## config.mk

```make
export PLATFORM = sky130hd
export DESIGN_NAME = fxp_radix_multiplier
export DESIGN_NICKNAME = d
export VERILOG_FILES = /design/src/rtl/fxp_radix_multiplier_pkg.sv /design/src/rtl/fxp_radix_multiplier_round_sat.sv /design/src/rtl/fxp_radix_multiplier.sv
export SDC_FILE = /design/constraint.sdc
export NUM_CORES = 1
export LEC_CHECK = 0
export CAP_MARGIN = 5
export CORE_MARGIN = 8
export CORE_UTILIZATION = 30
export DETAILED_ROUTE_END_ITERATION = 16
export HOLD_SLACK_MARGIN = 0.05
export PLACE_DENSITY_LB_ADDON = 0.15
export SYNTH_ARGS = -nofsm -noshare
export SYNTH_HDL_FRONTEND = slang
export SYNTH_SLANG_ARGS = --single-unit
```

## constraint.sdc

```tcl
create_clock -name clk -period 10.4 [get_ports clk]
set_clock_uncertainty 0.05 [all_clocks]
set_input_delay 1.04 -clock clk [delete_from_list [all_inputs] [get_ports clk]]
set_output_delay 1.04 -clock clk [all_outputs]
set_load 0.01 [all_outputs]
```

## src/rtl/fxp_radix_multiplier_pkg.sv

```systemverilog
// Shared types and constants for the radix-2^K fixed-point multiplier.
package fxp_mult_pkg;

  typedef enum logic [1:0] {
    IDLE = 2'd0,
    CALC = 2'd1,
    DONE = 2'd2
  } state_e;

  localparam logic RND_TRUNC   = 1'b0;
  localparam logic RND_HALF_UP = 1'b1;

  function automatic int unsigned iter_count(input int unsigned n, input int unsigned k);
    return n / k;
  endfunction

endpackage

```

## src/rtl/fxp_radix_multiplier_round_sat.sv

```systemverilog
// Rescales a 2N-bit exact product by D fractional bits, optionally rounds half up,
// and clamps or wraps to N bits, flagging any out-of-range result.
module fxp_mult_round_sat
  import fxp_mult_pkg::*;
#(
  parameter int unsigned N   = 32,
  parameter int unsigned D   = 16,
  parameter int unsigned SAT = 1
) (
  input  logic [2*N-1:0] p,
  input  logic           is_signed,
  input  logic           round_mode,
  output logic [N-1:0]   c,
  output logic           ovf
);

  // One guard bit keeps the rounding increment from wrapping the product.
  localparam int unsigned   W     = 2 * N + 1;
  localparam logic [W-1:0]  HALF  = (D > 0) ? (W'(1) << ((D > 0) ? (D - 1) : 0)) : '0;
  localparam logic [N-1:0]  S_MAX = {1'b0, {(N - 1){1'b1}}};
  localparam logic [N-1:0]  S_MIN = {1'b1, {(N - 1){1'b0}}};

  logic [W-1:0] ext;
  logic [W-1:0] rnd;
  logic [W-1:0] q;

  always_comb begin
    ext = {is_signed & p[2*N-1], p};
    rnd = ext + ((round_mode == RND_HALF_UP) ? HALF : '0);
    if (is_signed) begin
      q = $signed(rnd) >>> D;
    end else begin
      q = rnd >> D;
    end

    if (is_signed) begin
      ovf = !((&q[W-1:N-1]) || (~|q[W-1:N-1]));
    end else begin
      ovf = |q[W-1:N];
    end

    c = q[N-1:0];
    if (ovf && (SAT != 0)) begin
      if (is_signed) begin
        c = q[W-1] ? S_MIN : S_MAX;
      end else begin
        c = '1;
      end
    end
  end

endmodule

```

## src/rtl/fxp_radix_multiplier.sv

```systemverilog
// Iterative fixed-point multiplier retiring K multiplier bits per cycle, with
// val/rdy handshakes, per-transaction signedness/rounding and saturation.
module fxp_radix_multiplier
  import fxp_mult_pkg::*;
#(
  parameter int unsigned N   = 32,
  parameter int unsigned D   = 16,
  parameter int unsigned K   = 2,
  parameter int unsigned SAT = 1
) (
  input  logic         clk,
  input  logic         reset,
  input  logic         recv_val,
  output logic         recv_rdy,
  input  logic [N-1:0] a,
  input  logic [N-1:0] b,
  input  logic         is_signed,
  input  logic         round_mode,
  input  logic         send_rdy,
  output logic         send_val,
  output logic [N-1:0] c,
  output logic         ovf
);

  localparam int unsigned    ITER = iter_count(N, K);
  localparam int unsigned    CW   = (ITER > 1) ? $clog2(ITER) : 1;
  localparam logic [CW-1:0]  LAST = CW'(ITER - 1);

  state_e         state;
  logic [CW-1:0]  cnt;
  logic [2*N-1:0] acc;
  logic [2*N-1:0] a_sh;
  logic [N-1:0]   b_sh;
  logic           sgn;
  logic           rnd;

  logic [K-1:0]   digit;
  logic           last;
  logic [2*N-1:0] pp;
  logic [2*N-1:0] acc_nxt;
  logic [N-1:0]   rs_c;
  logic           rs_ovf;

  assign digit = b_sh[K-1:0];
  assign last  = (cnt == LAST);

  // a_sh is sign-extended at capture, so the product is exact modulo 2^(2N);
  // in signed mode only the top bit of the final digit carries negative weight.
  always_comb begin
    pp = '0;
    for (int unsigned j = 0; j < K; j++) begin
      if (digit[j]) begin
        if ((j == K - 1) && last && sgn) begin
          pp = pp - (a_sh << j);
        end else begin
          pp = pp + (a_sh << j);
        end
      end
    end
    acc_nxt = acc + pp;
  end

  fxp_mult_round_sat #(
    .N   (N),
    .D   (D),
    .SAT (SAT)
  ) u_round_sat (
    .p          (acc_nxt),
    .is_signed  (sgn),
    .round_mode (rnd),
    .c          (rs_c),
    .ovf        (rs_ovf)
  );

  always_ff @(posedge clk or posedge reset) begin
    if (reset) begin
      state    <= IDLE;
      cnt      <= '0;
      acc      <= '0;
      a_sh     <= '0;
      b_sh     <= '0;
      sgn      <= 1'b0;
      rnd      <= 1'b0;
      c        <= '0;
      ovf      <= 1'b0;
      send_val <= 1'b0;
      recv_rdy <= 1'b1;
    end else begin
      case (state)
        IDLE: begin
          if (recv_val) begin
            state    <= CALC;
            cnt      <= '0;
            acc      <= '0;
            a_sh     <= is_signed ? {{N{a[N-1]}}, a} : {{N{1'b0}}, a};
            b_sh     <= b;
            sgn      <= is_signed;
            rnd      <= round_mode;
            recv_rdy <= 1'b0;
          end
        end
        CALC: begin
          acc  <= acc_nxt;
          a_sh <= a_sh << K;
          b_sh <= b_sh >> K;
          cnt  <= cnt + 1'b1;
          if (last) begin
            state    <= DONE;
            c        <= rs_c;
            ovf      <= rs_ovf;
            send_val <= 1'b1;
          end
        end
        DONE: begin
          if (send_rdy) begin
            state    <= IDLE;
            send_val <= 1'b0;
            recv_rdy <= 1'b1;
          end
        end
        default: begin
          state    <= IDLE;
          send_val <= 1'b0;
          recv_rdy <= 1'b1;
        end
      endcase
    end
  end

endmodule

```

After elaboration in Yosys (flattened, before gate mapping)
Cells that the tools add are included.
- add/sub/neg operators: 5
- $mul: 0
- divide/modulo/power cells: 0
- order comparisons: 0
- equal/unequal tests: 6
- shift-type cells: 0
- mux-type cells: 28
- bitwise logic cells: 3
- reductions and logical operators: 15
- operators by type and width (operator ; count):
    64-bit two-way mux ; 6
    64-bit one-hot mux with 2 select lines ; 2
    64-bit adder ; 2
    32-bit two-way mux ; 4
    65-bit adder ; 1
    65-bit two-way mux ; 1
    32-bit one-hot mux with 2 select lines ; 1
    64-bit subtractor ; 1
    34-bit AND reduction ; 1
    34-bit OR reduction ; 1
    33-bit OR reduction ; 1
    16-bit two-way mux ; 1
    3-bit AND reduction ; 3
    4-bit one-hot mux with 2 select lines ; 1
    2-bit two-way mux ; 3
    2-bit != test, second input constant ; 3
    1-bit one-hot mux with 3 select lines ; 2
    2-bit one-hot mux with 3 select lines ; 1
    2-bit AND reduction ; 3
    1-bit two-way mux ; 5
    4-bit by 1-bit adder with 4-bit output, second input constant ; 1
    4-bit == test, second input constant ; 1
    4-bit two-way mux ; 1
    2-bit by 1-bit == test with 1-bit output, second input constant ; 1
    other kinds (8) ; 10
- flip-flop bits (word level): 203
- bits in latches: 0
- RAM bits: 0
- ROM bits: 0
- input bits: 70
- output and inout port bits: 35
- logic and storage cells: 68
- memories kept: 0

Longest topological paths before layout
Gate-level depths: netlist of the first run.
- depth after elaboration: 14
- mapped depth: 44
- gate-level depth less buffers: 41

Hierarchy
A second synthesis of the first run with hierarchy kept.
- cells, all modules: 2566
- area, all modules: 20203.1 um2
- modules (own cells, without submodules) (module ; instances ; cells an instance ; area an instance (um2) ; sequential area each (um2)):
    fxp_radix_multiplier ; 1 ; 2309 ; 18400.1 ; 5081.1
    fxp_mult_round_sat ; 1 ; 257 ; 1803.0 ; 0.0

Worst setup path after synthesis of the first run
Ideal clock, no wire load.
- path kind: flip-flop to flip-flop
- start point: register a_sh[14]
- end point: register ovf
- setup time: 0.125 ns
- arrival: 9.350 ns
- data required time: 10.225 ns
- setup slack: 0.875 ns
- stages on the path, launching flop included: 40
- buffers on the path: 3
- period minus slack after synthesis: 9.525 ns
- cells stage by stage: dfrtp_1 > clkbuf_1 > or4_1 > nor4_1 > nor4b_2 > and2_1 > nand2_1 > nor3_1 > nor2_1 > xnor2_1 > ha_1 > and3_1 > a31oi_1 > nand2_1 > or3_1 > a41o_1 > a31oi_1 > o21ai_0 > [... 4 more ...] > mux2_2 > ha_1 > clkbuf_1 > nand2_1 > nor4_1 > nand2_1 > o31ai_1 > o21ai_0 > xor2_1 > nand2b_1 > nor4_1 > nand4_1 > xnor2_1 > or4_1 > or4_1 > o21a_2 > buf_6 > mux2_2
- word-level cells in the longest chain between the ends: 13
- elaborated cells on any way between the ends: 16
- classes of those cells: add/sub: 4; mux: 5; bitwise: 1; reduce/logical: 6
- RTL lines (what ; RTL line ; RTL):
    start: declaration ; fxp_radix_multiplier.sv:32 ; logic [2*N-1:0] a_sh;
    start signal: assignment ; fxp_radix_multiplier.sv:95 ; a_sh <= is_signed ? {{N{a[N-1]}}, a} : {{N{1'b0}}, a};
    start signal: assignment ; fxp_radix_multiplier.sv:104 ; a_sh <= a_sh << K;
    64-bit two-way mux ; fxp_radix_multiplier.sv:52 ; if (digit[j]) begin
    64-bit adder or 64-bit subtractor (tied branches) ; fxp_radix_multiplier.sv:56, fxp_radix_multiplier.sv:54 ;
    64-bit two-way mux ; fxp_radix_multiplier.sv:53 ; if ((j == K - 1) && last && sgn) begin
    64-bit two-way mux * ; fxp_radix_multiplier.sv:52 ;
    64-bit adder * ; fxp_radix_multiplier.sv:60 ; acc_nxt = acc + pp;
    1-bit AND ; fxp_radix_multiplier_round_sat.sv:28 ; ext = {is_signed & p[2*N-1], p};
    65-bit adder * ; fxp_radix_multiplier_round_sat.sv:29 ; rnd = ext + ((round_mode == RND_HALF_UP) ? HALF : '0);
    65-bit two-way mux * ; fxp_radix_multiplier_round_sat.sv:30 ; if (is_signed) begin
    34-bit OR reduction ; fxp_radix_multiplier_round_sat.sv:37 ; ovf = !((&q[W-1:N-1]) || (~|q[W-1:N-1]));
    1-bit zero test ; fxp_radix_multiplier_round_sat.sv:37 ;
    1-bit logical OR ; fxp_radix_multiplier_round_sat.sv:37 ;
    1-bit zero test ; fxp_radix_multiplier_round_sat.sv:37 ;
    1-bit two-way mux * ; fxp_radix_multiplier_round_sat.sv:36 ; if (is_signed) begin
    end signal: assignment ; fxp_radix_multiplier.sv:110 ; ovf <= rs_ovf;
    end: declaration ; fxp_radix_multiplier.sv:22 ; output logic ovf
Mark *: on every way between the ends. The rest lies on a longest branch, timed or not.
A chain may end at the register's enable or synchronous reset.

Worst setup path after layout of the first run
- start point: register a_sh[3]
- end point: register ovf
Same word-level chain as after synthesis.

==> PnR_summary.wiki, run 1 <==
{| class="wikitable"
! Metric !! Value
|-
| HPWL reported at the end of detailed placement || 50,300 um
|-
| Clk slew on worst S/H paths || 0.06 ns
|-
| Net count after synthesis || 2,693
|-
| Proportion of synthesized area in mux cells || 3.42%
|-
| Maximum number of pins on one net before global-route repair || 94
|-
| Relative area change from synthesis to final layout || 18.9%
|-
| Vias per cell || 5.41
|-
| # setup viols final || 0
|-
| Placeable core area || 64,300 um2
|-
| Headroom to the max-slew limit || 23.4%
|-
| Slowest stage delay, CP || 0.50 ns
|-
| Number of cells on the critical path || 41
|-
| Die area || 73,300 um2
|-
| Top flip-flop cell by instance count after synthesis || sky130_fd_sc_hd__dfrtp_1
|-
| Area share of the largest cell type after synthesis || 25.9%
|-
| Cell taking the most area after synthesis || sky130_fd_sc_hd__dfrtp_1
|-
| Count of port buffers added during placement || 104
|-
| Depth of the worst register-to-register path || 41
|-
| Deepest clock path buffer count || 3
|-
| Top cells by area in the synthesized netlist || sky130_fd_sc_hd__dfrtp_1 26%, sky130_fd_sc_hd__ha_1 8.9%, sky130_fd_sc_hd__xnor2_1 5.4%
|-
| Remaining Overflow, GRT || 0
|-
| Cell count after placement || 3,404
|-
| Final hold violations || 0
|-
| DRT antenna net count || 0
|-
| Most frequent standard cell in the layout excluding fill and tap cells || sky130_fd_sc_hd__nor2_1
|-
| Post-route clock period utilization || 94.2%
|-
| Die Span Y || 271 um
|-
| Cell family contributing the most delay on the critical path || simple AND/OR/NAND/NOR gates
|-
| First-pass GRT wire length || 106,000 um
|-
| Number of enable flip-flop cells after synthesis || 0
|-
| Worst Hold Slack || 0.417 ns
|-
| Slowest cell on the critical path || sky130_fd_sc_hd__or4_1
|-
| CTS H-tree depth || 1
|-
| Num Clock Sinks || 203
|-
| Crit-path most repeated cell || sky130_fd_sc_hd__nand2_1
|-
| Width of the die || 271 um
|-
| Cell count after synthesis || 2,482
|-
| Syn_area_per_cell || 7.85 um2
|-
| Effective utilization at floorplan || 30.3%
|-
| Cell row count || 93
|-
| Max Clock Freq || 102 MHz
|-
| Global placement routability congestion || 0.910
|-
| Highest fanout seen on the critical path || 32
|-
| Number of buffer and inverter stages on the critical path || 4
|-
| Data arrival time of the worst path || 10.21 ns
|-
| Clock period minus worst slack || 9.80 ns
|-
| Number of antenna violations at the first check in global routing || 0
|-
| Clock tree from TritonCTS || built
|-
| Share of final-layout standard cells stronger than drive strength 1 || 12.0%
|-
| Vias after detailed routing || 18,800
|-
| Total CTS buffers || 28
|-
| Post-synthesis cell type count || 92
|-
| Post-Route Setup TNS || 0 ns
|-
| Routed wire per std cell || 19.0 um
|-
| Classification of the worst-slack hold path || flip-flop to flip-flop
|-
| Kind of start point of the critical path || flip-flop
|-
| I/O pins || 105
|-
| Post-layout instance count excluding filler cells || 3,465
|-
| Synthesis Warnings || 0
|-
| Sequential cell area fraction in the yosys report || 26.1%
|-
| Overall routing resource usage || 17.3%
|-
| Aggregate routed wire length || 66,000 um
|-
| Final layout net count || 2,799
|-
| Worst path required time || 10.81 ns
|-
| Share of the synthesized area in compound gates (AO/OA/AOI/OAI) || 23.5%
|-
| Number of cells on the worst hold path || 2
|-
| Combinational family with the most area after synthesis || simple AND/OR/NAND/NOR gates
|-
| Detailed Routing Iterations Pass 1 || 7
|-
| Clock latency on the worst-skew pair || 0.58 ns
|-
| Highest-count cells in the layout ignoring fill and taps || 250 x sky130_fd_sc_hd__nor2_1, 234 x sky130_fd_sc_hd__nand2_1, 200 x sky130_fd_sc_hd__dfrtp_1
|-
| DRC Markers || 0
|-
| Area share of and/or/nand/nor cells after synthesis || 24.7%
|-
| Number of synthesized register bits || 203
|-
| Share of synthesized registers carrying an async set or reset || 100%
|-
| Starting DRT DRC Count || 1,083
|-
| Antenna Diode Count || 0
|-
| Synth Area in Adders || 9.13%
|-
| Vias in the first global route || 18,800
|-
| Crit. End Element || flip-flop
|-
| Pins over their slew limit || 0
|-
| Area of the mapped netlist || 19,500 um2
|-
| Slew of the pin with the lowest slew margin || 1.14 ns
|-
| Category of the critical setup timing path || flip-flop to flip-flop
|-
| Max-cap violation count || 0
|-
| Share of the synthesized netlist area taken by xor and xnor gates || 9.26%
|-
| Clk root buf || sky130_fd_sc_hd__clkbuf_16
|-
| Result of the run || complete, no violations
|}
## synth_stat cells (all sizes together), types with 6 or more instances
master,number
buf,25
a31oi,25
a2111oi,7
a21o,79
dfrtp,202
o311ai,25
mux2i,7
or2,16
or3,19
nor3,56
a211oi,15
nor2b,15
nand3,159
nand2b,21
o211ai,30
nand3b,7
o31ai,27
mux2,53
ha,139
clkbuf,114
nand4,42
a21oi,176
or4,7
nand2,238
xnor2,121
xor2,85
and4,8
o22ai,61
nor4,22
o21bai,22
nor2,253
and2,83
nor4b,9
a22o,6
o21a,24
and3,18
o31a,6
o21ai,146
inv,48
## through the flow
step                      setup WS (ns)  util [%]  area, um2
after floorplan                   0.875         -      19500
after global placement           -0.349      34.0      21900
after detailed placement         -0.247      34.0      21900
after CTS                       0.00550      35.4      22800
after global routing            -0.0248      36.0      23200
final                             0.601      36.0      23200
## worst register-to-register path, delay by kind of cell, from the launching register on
family,cells,cell delay [ns]
simple gates,17,4.17
compound gates,13,2.66
buf+inv,4,0.60
mux,2,0.59
xor+xnor,3,0.58
fa+ha+maj,2,0.57
flops,1,0.45
## final cells by class
cell class / instances / area [um2]
fill: 6745 / 41200
multi-input combinational: 2092 / 14000
sequential: 203 / 5080
timing repair buffer: 215 / 1900
tap: 855 / 1070
clock buffer: 36 / 772
inverter: 48 / 188
clock inverter: 16 / 169
## flip-flops by register name, summed over array words and instances (netlist names)
signal and cells:
send_val 1, a_sh 64, recv_rdy 1, c 32, ovf 1, acc 64, state 2, b_sh 32
sgn 1, cnt 4, rnd 1
## metal layers
metal / wire length, um / global-route usage, % / vias up
met4: 1540 / 4.28 / 0
met1: 29400 / 22.1 / 9071
met5: 0 / 0 / -
met3: 2300 / 1.78 / 74
met2: 32700 / 31.0 / 349
li1: - / - / 9260
## kinds of logic (layout without fill, tap and decap cells)
logic type | count (synthesis) | after routing
AND/OR/NAND/NOR | 985 | 985
AO/OA/AOI/OAI | 700 | 700
XOR/XNOR | 206 | 206
flip-flops | 203 | 203
buffers and inverters | 187 | 315
adder cells (fa/ha/maj) | 141 | 141
multiplexers | 60 | 60
## final timing paths
kind	from	to	slack [ns]
worst max register to register	a_sh[3]	ovf	0.60
worst min-delay path	c[31]	c[31]	0.42
min in group asynchronous	reset	b_sh[7]	0.87
worst min register to register	c[31]	c[31]	0.42
worst max-delay path	a_sh[3]	ovf	0.60
max in group asynchronous	reset	a_sh[3]	7.85
## what timing repair did
action,CTS,global route
hold buffers,0,0
setup endpoints to repair,32,33
pin swaps,0,14
gates resized for setup,4,61
buffers inserted,0,9
Power of run 1 is left out: the tool's default activity adds up to more than one toggle a clock period on the data nets, which glitch-free logic cannot reach.
==> run 2: changes to the inputs <==
--- a/config.mk
+++ b/config.mk
@@ -6,7 +6,7 @@
 export NUM_CORES = 1
 export LEC_CHECK = 0
 export CAP_MARGIN = 5
-export CORE_MARGIN = 8
+export CORE_MARGIN = 2
 export CORE_UTILIZATION = 30
 export DETAILED_ROUTE_END_ITERATION = 16
 export HOLD_SLACK_MARGIN = 0.05
==> PnR_summary.wiki, run 2 (synthesis results as in run 1) <==
{| class="wikitable"
! Metric !! Value
|-
| I/O pins || 105 (unchanged)
|-
| Cell row count || 93 (unchanged)
|-
| Starting DRT DRC Count || 1,156 (+6.7%)
|-
| Routed wire per std cell || 18.8 um (-1.4%)
|-
| Clock latency on the worst-skew pair || 0.58 ns (about the same)
|-
| Global routing's busiest layer || met2
|-
| Most frequent standard cell in the layout excluding fill and tap cells || sky130_fd_sc_hd__nor2_1
|-
| Overall routing resource usage || 19.1% (+1.8 points)
|-
| Vias after detailed routing || 18,700 (-0.31%)
|-
| Global-route track usage on met1 || 24.6% (+2.4 points)
|-
| Width of the die || 259 um (-4.4%)
|-
| DRC Markers || 0 (unchanged)
|-
| Relative area change from synthesis to final layout || 18.9% (about the same)
|-
| Slowest cell on the critical path || sky130_fd_sc_hd__or4_4
|-
| CTS H-tree depth || 1 (unchanged)
|-
| Final layout net count || 2,801 (+0.071%)
|-
| Final hold violations || 0 (unchanged)
|-
| Total CTS buffers || 28 (unchanged)
|-
| Met3 Resource Use GR || 1.43% (-0.35 points)
|-
| Clock period minus worst slack || 9.88 ns (+0.0808 ns)
|-
| DRT antenna net count || 0 (unchanged)
|-
| HPWL reported at the end of detailed placement || 49,400 um (-1.8%)
|-
| Placeable core area || 64,300 um2 (unchanged)
|-
| Maximum number of pins on one net before global-route repair || 94 (unchanged)
|-
| Kind of start point of the critical path || flip-flop
|-
| First-pass GRT wire length || 104,000 um (-1.2%)
|-
| Die area || 67,000 um2 (-8.7%)
|-
| Highest-count cells in the layout ignoring fill and taps || 251 x sky130_fd_sc_hd__nor2_1, 234 x sky130_fd_sc_hd__nand2_1, 200 x sky130_fd_sc_hd__dfrtp_1
|-
| Effective utilization at floorplan || 30.3% (unchanged)
|-
| Detailed Routing Iterations Pass 1 || 8 (+1)
|-
| Clk slew on worst S/H paths || 0.06 ns (about the same)
|-
| Aggregate routed wire length || 65,000 um (-1.4%)
|-
| Vias in the first global route || 18,800 (+0.10%)
|-
| Num Clock Sinks || 203 (unchanged)
|-
| Data arrival time of the worst path || 10.28 ns (+0.07 ns)
|-
| Number of antenna violations at the first check in global routing || 0 (unchanged)
|-
| Die Span Y || 259 um (-4.4%)
|-
| Classification of the worst-slack hold path || flip-flop to flip-flop
|-
| Worst path required time || 10.81 ns (about the same)
|-
| GRT met2 Usage || 34.7% (+3.7 points)
|-
| Slowest stage delay, CP || 0.61 ns (+0.11 ns)
|-
| Crit. End Element || flip-flop
|-
| Largest regs || a_sh (64), acc (64)
|-
| Launching point of the worst reg2reg path || a_sh[14]
|-
| Result of the run || complete, no violations
|-
| Post-route clock period utilization || 95.0% (+0.78 points)
|-
| Headroom to the max-slew limit || 27.7% (+4.3 points)
|-
| Vias per cell || 5.40 (-0.29%)
|-
| Deepest clock path buffer count || 3 (unchanged)
|-
| Clock tree from TritonCTS || built
|-
| Max-cap violation count || 0 (unchanged)
|-
| Max Clock Freq || 101 MHz (-0.82%)
|-
| Clk root buf || sky130_fd_sc_hd__clkbuf_16
|-
| Global placement routability congestion || 0.896 (-1.6%)
|-
| Antenna Diode Count || 0 (unchanged)
|-
| Pins over their slew limit || 0 (unchanged)
|-
| Origin of the worst min-delay path || c[31]
|-
| # setup viols final || 0 (unchanged)
|-
| Count of port buffers added during placement || 104 (unchanged)
|-
| Worst Hold Slack || 0.426 ns (+0.00932 ns)
|-
| Category of the critical setup timing path || flip-flop to flip-flop
|-
| Launching instance or port of the critical path || a_sh[14]
|-
| Crit-path most repeated cell || sky130_fd_sc_hd__and2_1
|-
| Share of final-layout standard cells stronger than drive strength 1 || 11.8% (-0.23 points)
|-
| Slew of the pin with the lowest slew margin || 1.08 ns (-0.0643 ns)
|-
| Highest fanout seen on the critical path || 32 (unchanged)
|-
| Remaining Overflow, GRT || 0 (unchanged)
|}
## run 2: cell types whose count changed in the layout (fill, tap and decap cells not counted), sizes merged
cell      change
bufinv        -1
clkinvlp      -2
clkinv        -6
buf           +2
clkbuf        +6
## run 2: worst paths after layout
path	to	slack (ns)	depth (start not counted)
min	c[31]	0.43	2
max reg2reg	ovf	0.52	38
max	ovf	0.52	38
max in group asynchronous	acc[37]	7.87	3
min reg2reg	c[31]	0.43	2
min in group asynchronous	b_sh[4]	0.87	2
## run 2: critical path, delay by kind of cell (launching register included)
family          cells  cell delay, ns
fa+ha+maj           2            0.75
simple gates       16            4.43
xor+xnor            2            0.24
buf+inv             2            0.35
flops               1            0.46
compound gates     14            2.88
mux                 2            0.57
## run 2: repair_timing
item,4_1_cts,5_1_grt
endpoints found under the setup margin,32,33
buffers inserted,0,3
hold buffers,0,0
resized for setup,9,53
pin swaps,0,7
## run 2: area by class of cell
cell class	instances	area (um2)
well taps	855	1070
flip-flops and latches	203	5080
fillers	6740	41200
clock inverters	7	105
clock buffers	42	843
multi-input cells	2092	14000
inverters	48	188
repair buffers	217	1910
## run 2: metrics by stage
stage	setup TNS [ns]	instances	setup slack, ns	util (%)	area [um2]
2_1_floorplan	0	2482	0.875	-	19500
3_3_place_gp	-11.01	3412	-0.409	34.1	21900
3_5_place_dp	-10.03	3412	-0.380	34.1	21900
4_1_cts	0	3461	0.0223	35.6	22900
5_1_grt	-0.569	3464	-0.0870	36.0	23200
6_report	0	3464	0.520	36.0	23200
## run 2: layer usage
layer / vias to the layer above / wire length, um
met5: - / 0
met4: 0 / 1410
met3: 75 / 1830
met2: 349 / 32500
met1: 9021 / 29300
li1: 9250 / -
Power of run 2 is left out for the same reason.
==> run 3: changes to the inputs <==
==> constraint.sdc (replaced) <==
create_clock -name clk -period 8.8 [get_ports clk]
set_clock_uncertainty 0.05 [all_clocks]
set_input_delay 0.88 -clock clk [delete_from_list [all_inputs] [get_ports clk]]
set_output_delay 0.88 -clock clk [all_outputs]
set_load 0.01 [all_outputs]
==> PnR_summary.wiki, run 3 (synthesis results as in run 1) <==
{| class="wikitable"
! Metric !! Value
|-
| Result of the run || complete, but fails checks
|-
| Failing checks || setup timing
|-
| Cell count after placement || 3,869 (+13%)
|-
| Hold bufs inserted after CTS || 0 (unchanged)
|-
| I/O pins || 105 (unchanged)
|-
| Overall routing resource usage || 21.2% (+2.0 points)
|-
| Number of cells on the worst hold path || 2 (unchanged)
|-
| Aggregate routed wire length || 71,700 um (+10%)
|-
| Setup repair after global routing missed its margin || true
|-
| Clock tree from TritonCTS || built
|-
| Slowest stage delay, CP || 0.50 ns (-0.11 ns)
|-
| Clk slew on worst S/H paths || 0.06 ns (about the same)
|-
| Kind of start point of the critical path || flip-flop
|-
| Crit. End Element || flip-flop
|-
| Worst path required time || 9.23 ns (-1.58 ns)
|-
| Starting DRT DRC Count || 972 (-16%)
|-
| Vias per cell || 5.21 (-3.4%)
|-
| Depth of the worst register-to-register path || 44 (+16%)
|-
| # setup viols final || 32 (+32)
|-
| Deepest clock path buffer count || 3 (unchanged)
|-
| Cell row count || 93 (unchanged)
|-
| DRT antenna net count || 0 (unchanged)
|-
| Smallest setup slack after layout || -0.458 ns (-0.978 ns)
|-
| Category of the critical setup timing path || flip-flop to flip-flop
|-
| First-pass GRT wire length || 115,000 um (+9.9%)
|-
| Classification of the worst-slack hold path || flip-flop to flip-flop
|-
| Share of final-layout standard cells stronger than drive strength 1 || 28.6% (+17 points)
|-
| Highest-count cells in the layout ignoring fill and taps || 598 x sky130_fd_sc_hd__buf_4, 247 x sky130_fd_sc_hd__nor2_1, 229 x sky130_fd_sc_hd__nand2_1
|-
| Number of antenna violations at the first check in global routing || 0 (unchanged)
|-
| Die Span Y || 259 um (unchanged)
|-
| Pins over their slew limit || 0 (unchanged)
|-
| Width of the die || 259 um (unchanged)
|-
| Data arrival time of the worst path || 9.68 ns (-0.60 ns)
|-
| HPWL reported at the end of detailed placement || 55,100 um (+11%)
|-
| Remaining Overflow, GRT || 0 (unchanged)
|-
| Num Clock Sinks || 203 (unchanged)
|-
| Antenna Diode Count || 0 (unchanged)
|-
| Slowest cell on the critical path || sky130_fd_sc_hd__or4_1
|-
| Headroom to the max-slew limit || 15.7% (-12 points)
|-
| Highest fanout seen on the critical path || 10 (-69%)
|-
| Placeable core area || 64,300 um2 (unchanged)
|-
| Max Clock Freq || 108 MHz (+6.7%)
|-
| Detailed Routing Iterations Pass 1 || 5 (-3)
|-
| Vias after detailed routing || 20,700 (+11%)
|-
| Total CTS buffers || 28 (unchanged)
|-
| Post-layout instance count excluding filler cells || 3,968 (+15%)
|-
| CTS H-tree depth || 1 (unchanged)
|-
| Flop-to-flop setup slack || -0.46 ns (-0.98 ns)
|-
| Vias in the first global route || 21,100 (+12%)
|-
| Clock latency on the worst-skew pair || 0.59 ns (about the same)
|-
| Slew of the pin with the lowest slew margin || 1.26 ns (+0.180 ns)
|-
| Clock period minus worst slack || 9.26 ns (-0.622 ns)
|-
| Crit-path most repeated cell || sky130_fd_sc_hd__buf_4
|-
| Max-cap violation count || 0 (unchanged)
|-
| DRC Markers || 0 (unchanged)
|-
| Routed wire per std cell || 18.1 um (-3.7%)
|-
| Largest regs || a_sh (64), acc (64)
|-
| Clk root buf || sky130_fd_sc_hd__clkbuf_16
|-
| Relative area change from synthesis to final layout || 42.8%
|-
| Count of port buffers added during placement || 104 (unchanged)
|-
| Post-route clock period utilization || 105% (+10 points)
|-
| Effective utilization at floorplan || 30.3% (unchanged)
|-
| Die area || 67,000 um2 (unchanged)
|-
| Maximum number of pins on one net before global-route repair || 95 (+1.1%)
|-
| Final hold violations || 0 (unchanged)
|-
| Final layout net count || 3,302 (+18%)
|-
| Most frequent standard cell in the layout excluding fill and tap cells || sky130_fd_sc_hd__buf_4
|-
| Global placement routability congestion || 0.936 (+4.5%)
|}
run 3: cell types whose count changed in the layout (fill, tap and decap cells not counted), moves of 5 or more:
| cell | previous run | this run |
|---|---|---|
| sky130_fd_sc_hd__o21ai_0 | 124 | 109 |
| sky130_fd_sc_hd__nand2_1 | 234 | 229 |
| sky130_fd_sc_hd__bufinv_16 | 2 | 7 |
| sky130_fd_sc_hd__buf_6 | 0 | 8 |
| sky130_fd_sc_hd__nor3_2 | 3 | 8 |
| sky130_fd_sc_hd__a21oi_2 | 1 | 23 |
| sky130_fd_sc_hd__o311ai_1 | 14 | 9 |
| sky130_fd_sc_hd__o21ai_1 | 15 | 26 |
| sky130_fd_sc_hd__a21oi_1 | 175 | 153 |
| sky130_fd_sc_hd__nor3_1 | 51 | 45 |
| sky130_fd_sc_hd__buf_4 | 111 | 598 |
| sky130_fd_sc_hd__a31oi_1 | 25 | 19 |
| sky130_fd_sc_hd__ha_4 | 1 | 8 |
run 3: per-stage QoR:
stage | hold WS (ns) | TNS [ns] | setup WS, ns | utilization [%] | instance area, um2
2_1_floorplan | 0.388 | 0 | 0.00486 | - | 19700
3_3_place_gp | 0.420 | -23.32 | -0.788 | 39.7 | 25500
3_5_place_dp | 0.428 | -25.17 | -0.862 | 39.7 | 25500
4_1_cts | 0.439 | -13.76 | -0.513 | 42.4 | 27300
5_1_grt | 0.467 | -29.06 | -0.980 | 43.2 | 27800
6_report | 0.424 | -12.73 | -0.458 | 43.2 | 27800
run 3: what timing repair did:
item | 4_1_cts | 5_1_grt
buffers inserted | 33 | 12
gates resized for setup | 76 | 80
pin swaps | 42 | 45
gates cloned | 3 | 0
setup endpoints to repair | 33 | 33
endpoints found under the hold margin | 0 | 0
run 3: final timing paths:
path,start,to
max,cnt[0],ovf
min,c[31],c[31]
max reg2reg,cnt[0],ovf
min reg2reg,c[31],c[31]
max in group asynchronous,reset,acc[49]
min in group asynchronous,reset,b_sh[2]
run 3: per-layer routing:
| layer | GRT usage (%) | share of wire (%) |
|---|---|---|
| met5 | 0 | 0 |
| met4 | 5.65 | 2.7 |
| met3 | 1.77 | 2.5 |
| met2 | 38.6 | 50 |
| met1 | 26.6 | 44 |
run 3: layout make-up:
| class | instances | area (um2) |
|---|---|---|
| Timing Repair Buffer | 718 | 5810 |
| Inverter | 48 | 188 |
| Clock inverter | 15 | 272 |
| Tap cell | 855 | 1070 |
| Sequential cell | 203 | 5080 |
| Multi-Input combinational cell | 2092 | 14600 |
| Clock buffer | 37 | 795 |
| Fill cell | 6511 | 36500 |
run 3: critical path, delay by kind of cell, from the launching register on:
kind            cells  cell delay [ns]
compound gates     13             2.45
xor+xnor            3             0.38
fa+ha+maj           3             0.71
buf+inv             7             1.23
flops               1             0.41
mux                 2             0.55
simple gates       16             3.35
Power of run 3 is left out for the same reason.
